==> config.mk <==
export PLATFORM = sky130hd
export DESIGN_NAME = gray_to_color_stream
export DESIGN_NICKNAME = d
export VERILOG_FILES = /design/src/rtl/gray_to_color_stream.sv
export SDC_FILE = /design/constraint.sdc
export NUM_CORES = 1
export LEC_CHECK = 0
export ABC_AREA = 1
export ABC_CLOCK_PERIOD_IN_PS = 1850
export BUFFER_PORTS_ARGS = -buffer_cell sky130_fd_sc_hd__buf_2
export CORE_UTILIZATION = 32
export CTS_BUF_LIST = sky130_fd_sc_hd__clkbuf_4 sky130_fd_sc_hd__clkbuf_8
export CTS_CLUSTER_SIZE = 30
export DETAILED_ROUTE_END_ITERATION = 10
export GPL_TIMING_DRIVEN = 1
export SLEW_MARGIN = 10
export SYNTH_ARGS = -nofsm -noshare
export SYNTH_HDL_FRONTEND = slang
export SYNTH_SLANG_ARGS = --single-unit
==> constraint.sdc <==
create_clock -name clk_i -period 1.85 [get_ports clk_i]
set_clock_uncertainty 0.05 [all_clocks]
set_input_delay 0.0925 -clock clk_i [delete_from_list [all_inputs] [get_ports clk_i]]
set_output_delay 0.0925 -clock clk_i [all_outputs]
set_load 0.05 [all_outputs]
==> src/rtl/gray_to_color_stream.sv <==
// gray_to_color_stream: expands 8-bit gray pixels into 24-bit {b,g,r} color
// pixels. The output side has a 2-entry buffer, and each buffered pixel is
// tagged with start-of-frame and end-of-line flags taken from raster position
// counters that advance on every input transfer.
// Optional feature: define GRAY_TO_COLOR_SEPIA_EN to replace plain channel
// replication with a sepia tint.
module gray_to_color_stream #(
    parameter int WIDTH  = 640,
    parameter int HEIGHT = 480,
    parameter int XW     = 10,
    parameter int YW     = 9
) (
    input  logic        clk_i,
    input  logic        rst_n_i,
    input  logic        in_valid_i,
    output logic        in_ready_o,
    input  logic [7:0]  in_gray_i,
    output logic        out_valid_o,
    input  logic        out_ready_i,
    output logic [23:0] out_color_o,
    output logic        out_sof_o,
    output logic        out_eol_o,
    output logic        frame_done_o
);

    localparam logic [XW-1:0] X_LAST = XW'(WIDTH - 1);
    localparam logic [YW-1:0] Y_LAST = YW'(HEIGHT - 1);

    typedef struct packed {
        logic [23:0] color;
        logic        sof;
        logic        eol;
    } entry_t;

    entry_t          mem_q [2];
    logic            wr_ptr_q, rd_ptr_q;
    logic [1:0]      count_q, count_d;
    logic            rdy_en_q;
    logic [XW-1:0]   x_q, x_d;
    logic [YW-1:0]   y_q, y_d;
    logic            frame_done_q, frame_done_d;
    logic            push, pop;
    logic [23:0]     color_map;
    entry_t          head;

    // Ready depends only on registered state, so it never combinationally
    // follows out_ready. rdy_en_q keeps it low until the first clock after reset.
    assign in_ready_o  = rdy_en_q & (count_q != 2'd2);
    assign out_valid_o = (count_q != 2'd0);
    assign push        = in_valid_i & in_ready_o;
    assign pop         = out_valid_o & out_ready_i;
    assign head        = mem_q[rd_ptr_q];

    // Outputs are driven to zero while the buffer is empty.
    always_comb begin
        out_color_o = 24'd0;
        out_sof_o   = 1'b0;
        out_eol_o   = 1'b0;
        if (out_valid_o) begin
            out_color_o = head.color;
            out_sof_o   = head.sof;
            out_eol_o   = head.eol;
        end
    end
    assign frame_done_o = frame_done_q;

    // Gray-to-color mapping, evaluated on the incoming pixel so it adds no latency.
`ifdef GRAY_TO_COLOR_SEPIA_EN
    logic [9:0] r_wide;
    logic [7:0] r_sep, b_sep;
    always_comb begin
        r_wide    = {2'b00, in_gray_i} + {5'b00000, in_gray_i[7:3]} + 10'd16;
        r_sep     = (r_wide > 10'd255) ? 8'hFF : r_wide[7:0];
        b_sep     = in_gray_i - {2'b00, in_gray_i[7:2]};
        color_map = {b_sep, in_gray_i, r_sep};
    end
`else
    always_comb begin
        color_map = {in_gray_i, in_gray_i, in_gray_i};
    end
`endif

    // Next-state for occupancy, raster position and frame-done pulse.
    always_comb begin
        count_d      = count_q;
        x_d          = x_q;
        y_d          = y_q;
        frame_done_d = 1'b0;
        case ({push, pop})
            2'b10:   count_d = count_q + 2'd1;
            2'b01:   count_d = count_q - 2'd1;
            default: count_d = count_q;
        endcase
        if (push) begin
            if (x_q == X_LAST) begin
                x_d = '0;
                if (y_q == Y_LAST) begin
                    y_d          = '0;
                    frame_done_d = 1'b1;
                end else begin
                    y_d = y_q + YW'(1);
                end
            end else begin
                x_d = x_q + XW'(1);
            end
        end
    end

    // Buffer storage, pointers and control state; reset discards buffered pixels.
    always_ff @(posedge clk_i or negedge rst_n_i) begin
        if (!rst_n_i) begin
            for (int i = 0; i < 2; i++) mem_q[i] <= '0;
            wr_ptr_q     <= 1'b0;
            rd_ptr_q     <= 1'b0;
            count_q      <= 2'd0;
            rdy_en_q     <= 1'b0;
            x_q          <= '0;
            y_q          <= '0;
            frame_done_q <= 1'b0;
        end else begin
            rdy_en_q     <= 1'b1;
            count_q      <= count_d;
            x_q          <= x_d;
            y_q          <= y_d;
            frame_done_q <= frame_done_d;
            if (push) begin
                mem_q[wr_ptr_q] <= '{color: color_map,
                                     sof:   (x_q == '0) && (y_q == '0),
                                     eol:   (x_q == X_LAST)};
                wr_ptr_q        <= ~wr_ptr_q;
            end
            if (pop) rd_ptr_q <= ~rd_ptr_q;
        end
    end

endmodule

* Yosys cells after proc, flatten, opt, wreduce, memory -nomap -nowiden *
Cells that the tools add are included.

cells by class
  add/subtract/negate cells = 4
  $mul = 0
  div/mod/pow operators = 0
  $lt $le $gt $ge = 3
  eq/ne operators = 5
  shifts and indexed selects = 0
  mux-type cells = 15
  bitwise logic cells = 7
  reduce and logical (&&, ||, !) cells = 7

operators with widths
  kind                                                      number
  two-way mux 26 bit                                        4
  bitwise mux 52 bit                                        1
  demux 26 bit (select 1 bit)                               1
  two-way mux 24 bit                                        1
  adder 10 x 1 -> 10 bit, second input constant             1
  equality test 10 bit, second input constant               1
  zero test 10 bit                                          1
  two-way mux 10 bit                                        1
  adder 9 x 1 -> 9 bit, second input constant               1
  equality test 9 bit, second input constant                1
  zero test 9 bit                                           1
  two-way mux 9 bit                                         1
  two-way mux 1 bit                                         5
  greater-or-equal comparator 2 bit, second input constant  2
  inverter 1 -> 2 bit                                       2
  case mux 2 bit (2 select lines)                           1
  nonzero test 2 bit                                        2
  bitwise AND 1 bit                                         3
  adder 2 x 1 -> 2 bit, second input constant               1
  equality test 2 x 1 -> 1 bit, second input constant       1
  equality test 2 bit, second input constant                1
  logical AND 1 bit                                         2
  < comparator 2 x 1 -> 1 bit, second input constant        1
  != test 2 bit, second input constant                      1
  other kinds (3)                                           4

storage, ports and cells
  register bits = 77
  latch bits = 0
  bits in writable memories = 0
  bits in read-only memories = 0
  input bits = 12
  output and inout bits = 29
  logic and storage cells = 54
  memories = 0

* Longest topological paths before layout *
Gate-level depths: netlist of run 1.

  depth after elaboration = 6
  gate-level depth with buffers = 9
  gate-level depth less buffers = 9

* Least setup slack after synthesis of run 1 *
No wires, ideal clock.

  path kind = flip-flop to flip-flop
  from = register count_q[0]
  to = register count_q[1]
  library setup time = 124 ps
  data arrival time = 1911 ps
  data required time = 1676 ps
  path slack = -236 ps
  cell stages (with the launch flop) = 9
  buffers on the path = 1
  clock period less this slack = 2086 ps
  cell sequence = dfrtp_1 > inv_2 > a21boi_2 > nand2_2 > buf_6 > ha_1 > a21oi_1 > o21ai_0 > xnor2_1

between the ends
  longest elaborated chain between the ends = 5
  elaborated cells between the ends (all ways) = 11
  classes of those cells = add/sub (2); eq/ne (3); mux (1); bitwise (3); reduce/logical (2)

ends and longest elaborated chain
  element                                                                line  RTL
  from (decl)                                                            37    logic [1:0] count_q, count_d;
  from (signal assigned)                                                 122   count_q <= count_d;
  != test 2 bit *                                                        48    assign in_ready_o = rdy_en_q & (count_q != 2'd2);
  bitwise AND 1 bit *                                                    48
  via in_ready_o                                                         16    output logic in_ready_o,
  bitwise AND 1 bit *                                                    50    assign push = in_valid_i & in_ready_o;
  equality test 2 x 1 -> 1 bit or equality test 2 bit (tied branches)    89    case ({push, pop})
  case mux 2 bit (2 select lines) or nonzero test 2 bit (tied branches)  -

The timed path passes the listed nets; every way through them passes the cells marked *.
A chain may end at the register's enable or synchronous reset.

* Worst setup path after layout of run 1 *
  from = register rd_ptr_q
  to = output out_color_o[7]

between the ends
  longest elaborated chain between the ends = 5

ends and longest elaborated chain
  element                                                 line  RTL
  from (decl)                                             36    logic wr_ptr_q, rd_ptr_q;
  from (signal assigned)                                  132   if (pop) rd_ptr_q <= ~rd_ptr_q;
  inverter 1 -> 2 bit (implied by the code)               52    assign head = mem_q[rd_ptr_q];
  two-way mux 26 bit (implied by the code) (3 in series)  52
  two-way mux 24 bit                                      59    if (out_valid_o) begin
  to (decl)                                               20    output logic [23:0] out_color_o,

No other way between the ends. The select of a mux whose other input is x is not followed.

==> impl_results.md, run 1 <==
- Latest clock arrival within the worst-skew pair: approximately 300 ps
- CP top delay family: buffers and inverters
- Layout cells sized above 1: 21.64%
- Cells after Synth: 306
- VDD IR max: 0.4366 mV
- Max Clk Rate: about 590 MHz
- Min cycle time layout: 1705 ps
- YS warnings: 0
- Synth top area cells: dfrtp_1 (46%), nand2_1 (13%), buf_4 (4.9%)
- PwrDens: approximately 1700 mW/mm^2
- Die X: a little under 90 um
- Crit path capture type: output pin
- Congestion Overflow GR: 0
- R2R depth: 7
- GP Congestion: 0.8179
- Antenna viol nets, final: 0
- Drt first pass iters: 6
- Post-Place Cell Area: 0.002646 mm^2
- Startpoint Class: flip-flop
- WHS Path Cells: 3
- Final instance area: 0.002841 mm^2
- Critical Path, Cell by Cell: clkinvlp_4, nand2_1, a21oi_2, clkbuf_4
- Leakage: 0.001463 uW
- Vias per cell: ~4.4
- Worst-path fanout max: 10
- Die Height: approximately 89 um
- Setup violators final: 0
- CP max-delay cell: dfrtp_2
- Hold Path Class: input port to flip-flop
- Vias in the first global route: between 1500 and 2000
- Clock sinks: 45
- CTS Buffer Depth: 2
- Final WL: approximately 5000 um
- I/O pin cnt: between 40 and 50
- DR WL/cell: roughly 11 um
- Rows: 31
- Worst-Margin Slew: 587.9 ps
- Max_cap viols: 0
- Mapped Area: between 0.002 and 0.0025 mm^2
- Die area: between 0.008 and 0.009 mm^2
- Synthesized Nets: 323
- H-tree depth: 2
- Largest net degree at the start of global routing: 46
- Setup bufs post-CTS: 0
- Netlist cell types: 28
- Initial drt markers: 38
- # nets final: roughly 360
- Worst Path Required: 1710 ps
- Num CTS Buffers: 5
- Vias post-DR: roughly 2000
- Crit path depth: 4
- Clk slew on worst S/H paths: 90 ps
- Final Hold Fails: 0
- Cell taking the most area after synthesis: dfrtp_1
- First-pass GRT wire length: approximately 8100 um
- Post-Syn Area per Cell: 8.002 um^2
- CTS tree: done
- CTS root buf: clkbuf_8
- CP Class: flip-flop to output pin
- Synth Register Bits: 45
- Area growth syn-to-layout: 16.05%
- Seq/Total Area, Yosys: 45.99%
- Fin. max-slew vios: 0
- CP bufs+invs: 2
- Initial antenna violation count: 0
- Core area: roughly 0.0073 mm^2
- Fillcell total: 751
- RSZ-0062 raised after global routing: false
- Crit path DAT: around 1600 ps
- Crit path largest cell delay: approximately 480 ps
- Status: completed
- Detailed-placement wirelength estimate: roughly 3400 um
- PortBufs: 40
- Synth top area share: between 40% and 50%
- Slew margin rel.: around 61%
- GRT Util Overall: about an eighth
- Pwr Total: around 4800 uW
- Final worst path period share: between 90% and 100%
- Antenna diode count: 0
- Starting Density: between 30 and 40%
- # DRC: 0
- Hold_ws: around 5.5 ps
==> power by group <==
part	switching [uW]	internal (uW)
combinational	2030	695
clock	354	268
sequential	224	1260
total	2610	2220
==> metal layers <==
layer | wire length (um) | share of wire [%] | global-route usage [%]
met1 | 2344 | 48 | 16.83
met2 | 2298 | 47 | 22.90
met3 | 169 | 3.5 | 2.493
met4 | 51 | 1.0 | 3.030
met5 | 0 | 0 | 0
==> area by class of cell <==
cell class / count / area, um^2 / share of cell area [%]
Clock buffer: 5 / 68.82 / 2.422
Clock inverter: 3 / 22.52 / 0.7926
Inverter: 33 / 127.6 / 4.491
Multi-Input combinational cell: 204 / 1041 / 36.64
Sequential cell: 45 / 1127 / 39.67
Tap cell: 99 / 123.9 / 4.359
Timing Repair Buffer: 52 / 330.3 / 11.62
==> per-stage QoR <==
stage | setup WS (ps) | instances | utilization [%] | setup TNS (ps)
6_report | 145.4 | 441 | 38.76 | 0
5_1_grt | 21.28 | 441 | 38.76 | 0
4_1_cts | -49.12 | 441 | 38.30 | -134.2
3_5_place_dp | 207.9 | 426 | 36.10 | 0
3_3_place_gp | 255.7 | 426 | 36.10 | 0
2_1_floorplan | -210.9 | 306 | - | -2139
==> cell families after synthesis <==
family / after synthesis / share of synthesized area (%)
adders and majority gates: 5 / 2.555
and+or+nand+nor: 147 / 26.11
DFF: 45 / 45.99
xor gates and xnor gates: 8 / 2.862
AOI/OAI and AO/OA: 43 / 9.811
other: 1 / 0.1531
buffers and inverters: 57 / 12.52
==> worst register-to-register path, cell delays in order (launching register included) <==
cell	delay (ps)
dfrtp_1	440
inv_2	60
a21boi_4	130
nand2_2	140
ha_1	340
a21oi_1	120
o21ai_0	120
xnor2_1	150
==> Yosys cell counts <==
cell type,n
or2_2,1
clkinv_1,1
o21ai_1,15
o21ai_0,10
a21boi_2,1
a21oi_1,12
xnor2_1,2
nor2_4,2
nand2_2,1
inv_1,30
nor3b_1,1
nand3b_1,3
dfrtp_1,45
nand2_4,1
nand3_1,22
nor2_1,23
inv_2,2
o21ai_2,5
nand2_1,87
or2_4,1
conb_1,1
buf_6,4
xor2_1,6
buf_2,2
nand4_1,5
buf_4,16
clkbuf_1,2
ha_1,5
==> placed cells by master (no fill, tap or decap), drive strengths merged <==
| cell type | count |
|---|---|
| a21boi | 1 |
| a21oi | 12 |
| buf | 42 |
| clkbuf | 8 |
| clkinv | 3 |
| clkinvlp | 1 |
| conb | 1 |
| dfrtp | 45 |
| dlygate4sd3 | 7 |
| ha | 5 |
| inv | 32 |
| nand2 | 89 |
| nand3 | 22 |
| nand3b | 3 |
| nand4 | 5 |
| nor2 | 25 |
| nor3b | 1 |
| o21ai | 30 |
| or2 | 2 |
| xnor2 | 2 |
| xor2 | 6 |
==> what timing repair did <==
action / in CTS / in global routing
hold endpoints to repair: 54 / 0
gates cloned: 0 / 0
hold buffers: 7 / 0
gates resized for setup: 0 / 19
endpoints found under the setup margin: 3 / 22
==> worst paths after layout <==
check	from	end	slack (ps)
max	rd_ptr_q	out_color_o[7]	150
min	in_gray_i[7]	mem_q[43]	5
max reg2reg	count_q[0]	count_q[1]	200
min reg2reg	mem_q[46]	mem_q[46]	440
max in group asynchronous	rst_n_i	rd_ptr_q	970
min in group asynchronous	rst_n_i	x_q[6]	340
==> sequential cells by signal, summed over array words and instances (netlist names) <==
register / cells
y_q: 9
rdy_en_q: 1
x_q: 10
wr_ptr_q: 1
mem_q: 20
rd_ptr_q: 1
count_q: 2
frame_done_o: 1
Power figures use the tool's default switching activity.
==> run 2, diff against run 1 <==
Settings changed: RECOVER_POWER from default to 100, SLEW_MARGIN 10 to 20.
==> run 2 against run 1 <==
Largest power group unchanged. Critical endpoint unchanged. Worst setup slack worse by 7.9 ps. Die area is the same. First-iteration DRC count grew 24%.
==> impl_results.md, run 2 (synthesis results as in run 1) <==
- Status: completed
- R2R depth: 8 (+1)
- GRT Util Overall: 13.12% (unchanged)
- Clock sinks: 45 (unchanged)
- Vias post-DR: 1926 (-0.93%)
- CP top delay family: buffers and inverters
- Worst-path fanout max: 10 (unchanged)
- Startpoint Class: flip-flop
- Crit path capture type: output pin
- CTS tree: done
- Worst-Margin Slew: 1137 ps (+549.3 ps)
- Initial drt markers: 47 (+24%)
- WHS Path Cells: 3 (unchanged)
- Biggest regs: mem_q x20, x_q x10, y_q x9
- Final core utilization: 38.30% (-0.46 points)
- Vias in the first global route: 1838 (unchanged)
- Max_cap viols: 0 (unchanged)
- Die Height: 89.48 um (unchanged)
- Dpl ws: 207.9 ps (unchanged)
- GRT busiest layer: met2
- Crit path DAT: 1570 ps (about the same)
- Met1 usage: 16.83% (unchanged)
- Worst Path Required: 1710 ps (about the same)
- Drt first pass iters: 5 (-1)
- Hold_ws: 14.34 ps (+8.848 ps)
- Met3 Usage GRT: 2.493% (unchanged)
- Register area: 0.001127 mm^2 (unchanged)
- Final worst path period share: 92.57% (+0.43 points)
- PortBufs: 40 (unchanged)
- Die area: 0.008006 mm^2 (unchanged)
- Crit path largest cell delay: 480 ps (about the same)
- Core area: 0.007331 mm^2 (unchanged)
- CP Class: flip-flop to output pin
- RSZ-0062 raised after global routing: false
- DR WL/cell: 10.96 um (-0.58%)
- Largest net degree at the start of global routing: 46 (unchanged)
- Max Clk Rate: 583.9 MHz (-0.46%)
- Initial antenna violation count: 0 (unchanged)
- Setup violators final: 0 (unchanged)
- Latest clock arrival within the worst-skew pair: 310 ps (about the same)
- VDD IR max: 0.4315 mV (-1.2%)
- CP bufs+invs: 2 (unchanged)
- Setup bufs post-CTS: 0 (unchanged)
- GP Congestion: 0.8179 (unchanged)
- First-pass GRT wire length: 8093 um (unchanged)
- Final Hold Fails: 0 (unchanged)
- # DRC: 0 (unchanged)
- Met2 layer usage reported by global route: 22.90% (unchanged)
- Detailed-placement wirelength estimate: 3361 um (unchanged)
- CP max-delay cell: dfrtp_2
- Slew margin rel.: 24.19% (-37 points)
- CTS root buf: clkbuf_8
- CTS Buffer Depth: 2 (unchanged)
- Min cycle time layout: 1712 ps (+7.899 ps)
- Clk slew on worst S/H paths: 90 ps (about the same)
- Die X: 89.48 um (unchanged)
- Leakage: 0.001444 uW (-1.3%)
- Fillcell total: 764 (+1.7%)
- Most common cell after layout, fill and taps aside: nand2_1
- Crit path depth: 4 (unchanged)
- PnR worst setup slack: 137.5 ps (-7.899 ps)
- Antenna diode count: 0 (unchanged)
- I/O pin cnt: 41 (unchanged)
- Rows: 31 (unchanged)
- Final WL: 4835 um (-0.58%)
- Critical Path, Cell by Cell: clkinvlp_4, nand2_1, a21oi_2, buf_2
- # nets final: 358 (unchanged)
- Starting Density: 33.40% (unchanged)
- Area of the multi-input gates: 0.001020 mm^2 (-2.0%)
- H-tree depth: 2 (unchanged)
- Vias per cell: 4.367 (-0.93%)
- Hold Path Class: input port to flip-flop
- Layout cells sized above 1: 19.30% (-2.3 points)
- PwrDens: 1694 mW/mm^2 (-0.26%)
- Largest Register: mem_q
- Num CTS Buffers: 5 (unchanged)
- Area growth syn-to-layout: 14.67%
- Antenna viol nets, final: 0 (unchanged)
- Congestion Overflow GR: 0 (unchanged)
- Commonest non-fill, non-tap cells in the layout: nand2_1 (87), dfrtp_1 (44), inv_1 (31)
- Max reg flops: 20 (unchanged)
- Fin. max-slew vios: 0 (unchanged)
[run 2: cell types whose count changed in the layout (fill, tap and decap cells not counted)]
cell      change
buf_4         -2
clkbuf_4      -2
o21ai_0      +15
clkbuf_2     +12
buf_2        -10
inv_1         +1
clkbuf_1      +2
o21ai_1      -10
o21ai_2       -5
inv_2         -1
or2_2         +1
or2_4         -1
[run 2: where the power goes]
part	switching, uW	leakage, uW	total (uW)	internal [uW]
logic	2010	0.000838	2660	646
registers	224	0.000557	1480	1260
clock network	354	0.0000481	622	268
[run 2: layout make-up]
class                   count  area share (%)
flip-flops and latches     45           40.15
multi-input cells         204           36.32
repair buffers             52           11.32
inverters                  33           4.545
well taps                  99           4.412
clock buffers               5           2.451
clock inverters             3          0.8021
[run 2: path summary, 6_finish.rpt]
check,endpoint,slack [ps],startpoint
min in group asynchronous,x_q[6],550,rst_n_i
worst min-delay path,mem_q[22],10,in_gray_i[4]
worst max-delay path,out_color_o[7],140,rd_ptr_q
max in group asynchronous,rd_ptr_q,420,rst_n_i
worst max register to register,mem_q[18],190,count_q[0]
worst min register to register,mem_q[43],440,mem_q[43]
[run 2: per-layer routing]
| layer | vias to the layer above | routed length, um |
|---|---|---|
| li1 | 1017 | - |
| met1 | 856 | 2323 |
| met2 | 43 | 2299 |
| met3 | 10 | 156 |
| met4 | 0 | 55 |
| met5 | - | 0 |
[run 2: per-stage QoR]
step | instance area [um^2] | power (uW) | setup TNS, ps | instances
5_1_grt | 2808 | 5102 | 0 | 441
2_1_floorplan | 2467 | 3878 | -2139 | 306
6_report | 2808 | 4756 | 0 | 441
4_1_cts | 2808 | 4773 | -134.2 | 441
3_3_place_gp | 2646 | 4083 | 0 | 426
3_5_place_dp | 2646 | 4124 | 0 | 426
[run 2: timing repair]
| action | CTS | global route |
|---|---|---|
| gates resized for setup | 0 | 19 |
| hold buffers | 7 | 0 |
| endpoints found under the hold margin | 54 | 0 |
| endpoints found under the setup margin | 3 | 22 |
[run 2: tightest hold or removal path, delay by kind of cell]
family	cells	cell delay, ps
AO/OA/AOI/OAI	1	80
buffers and inverters	2	160
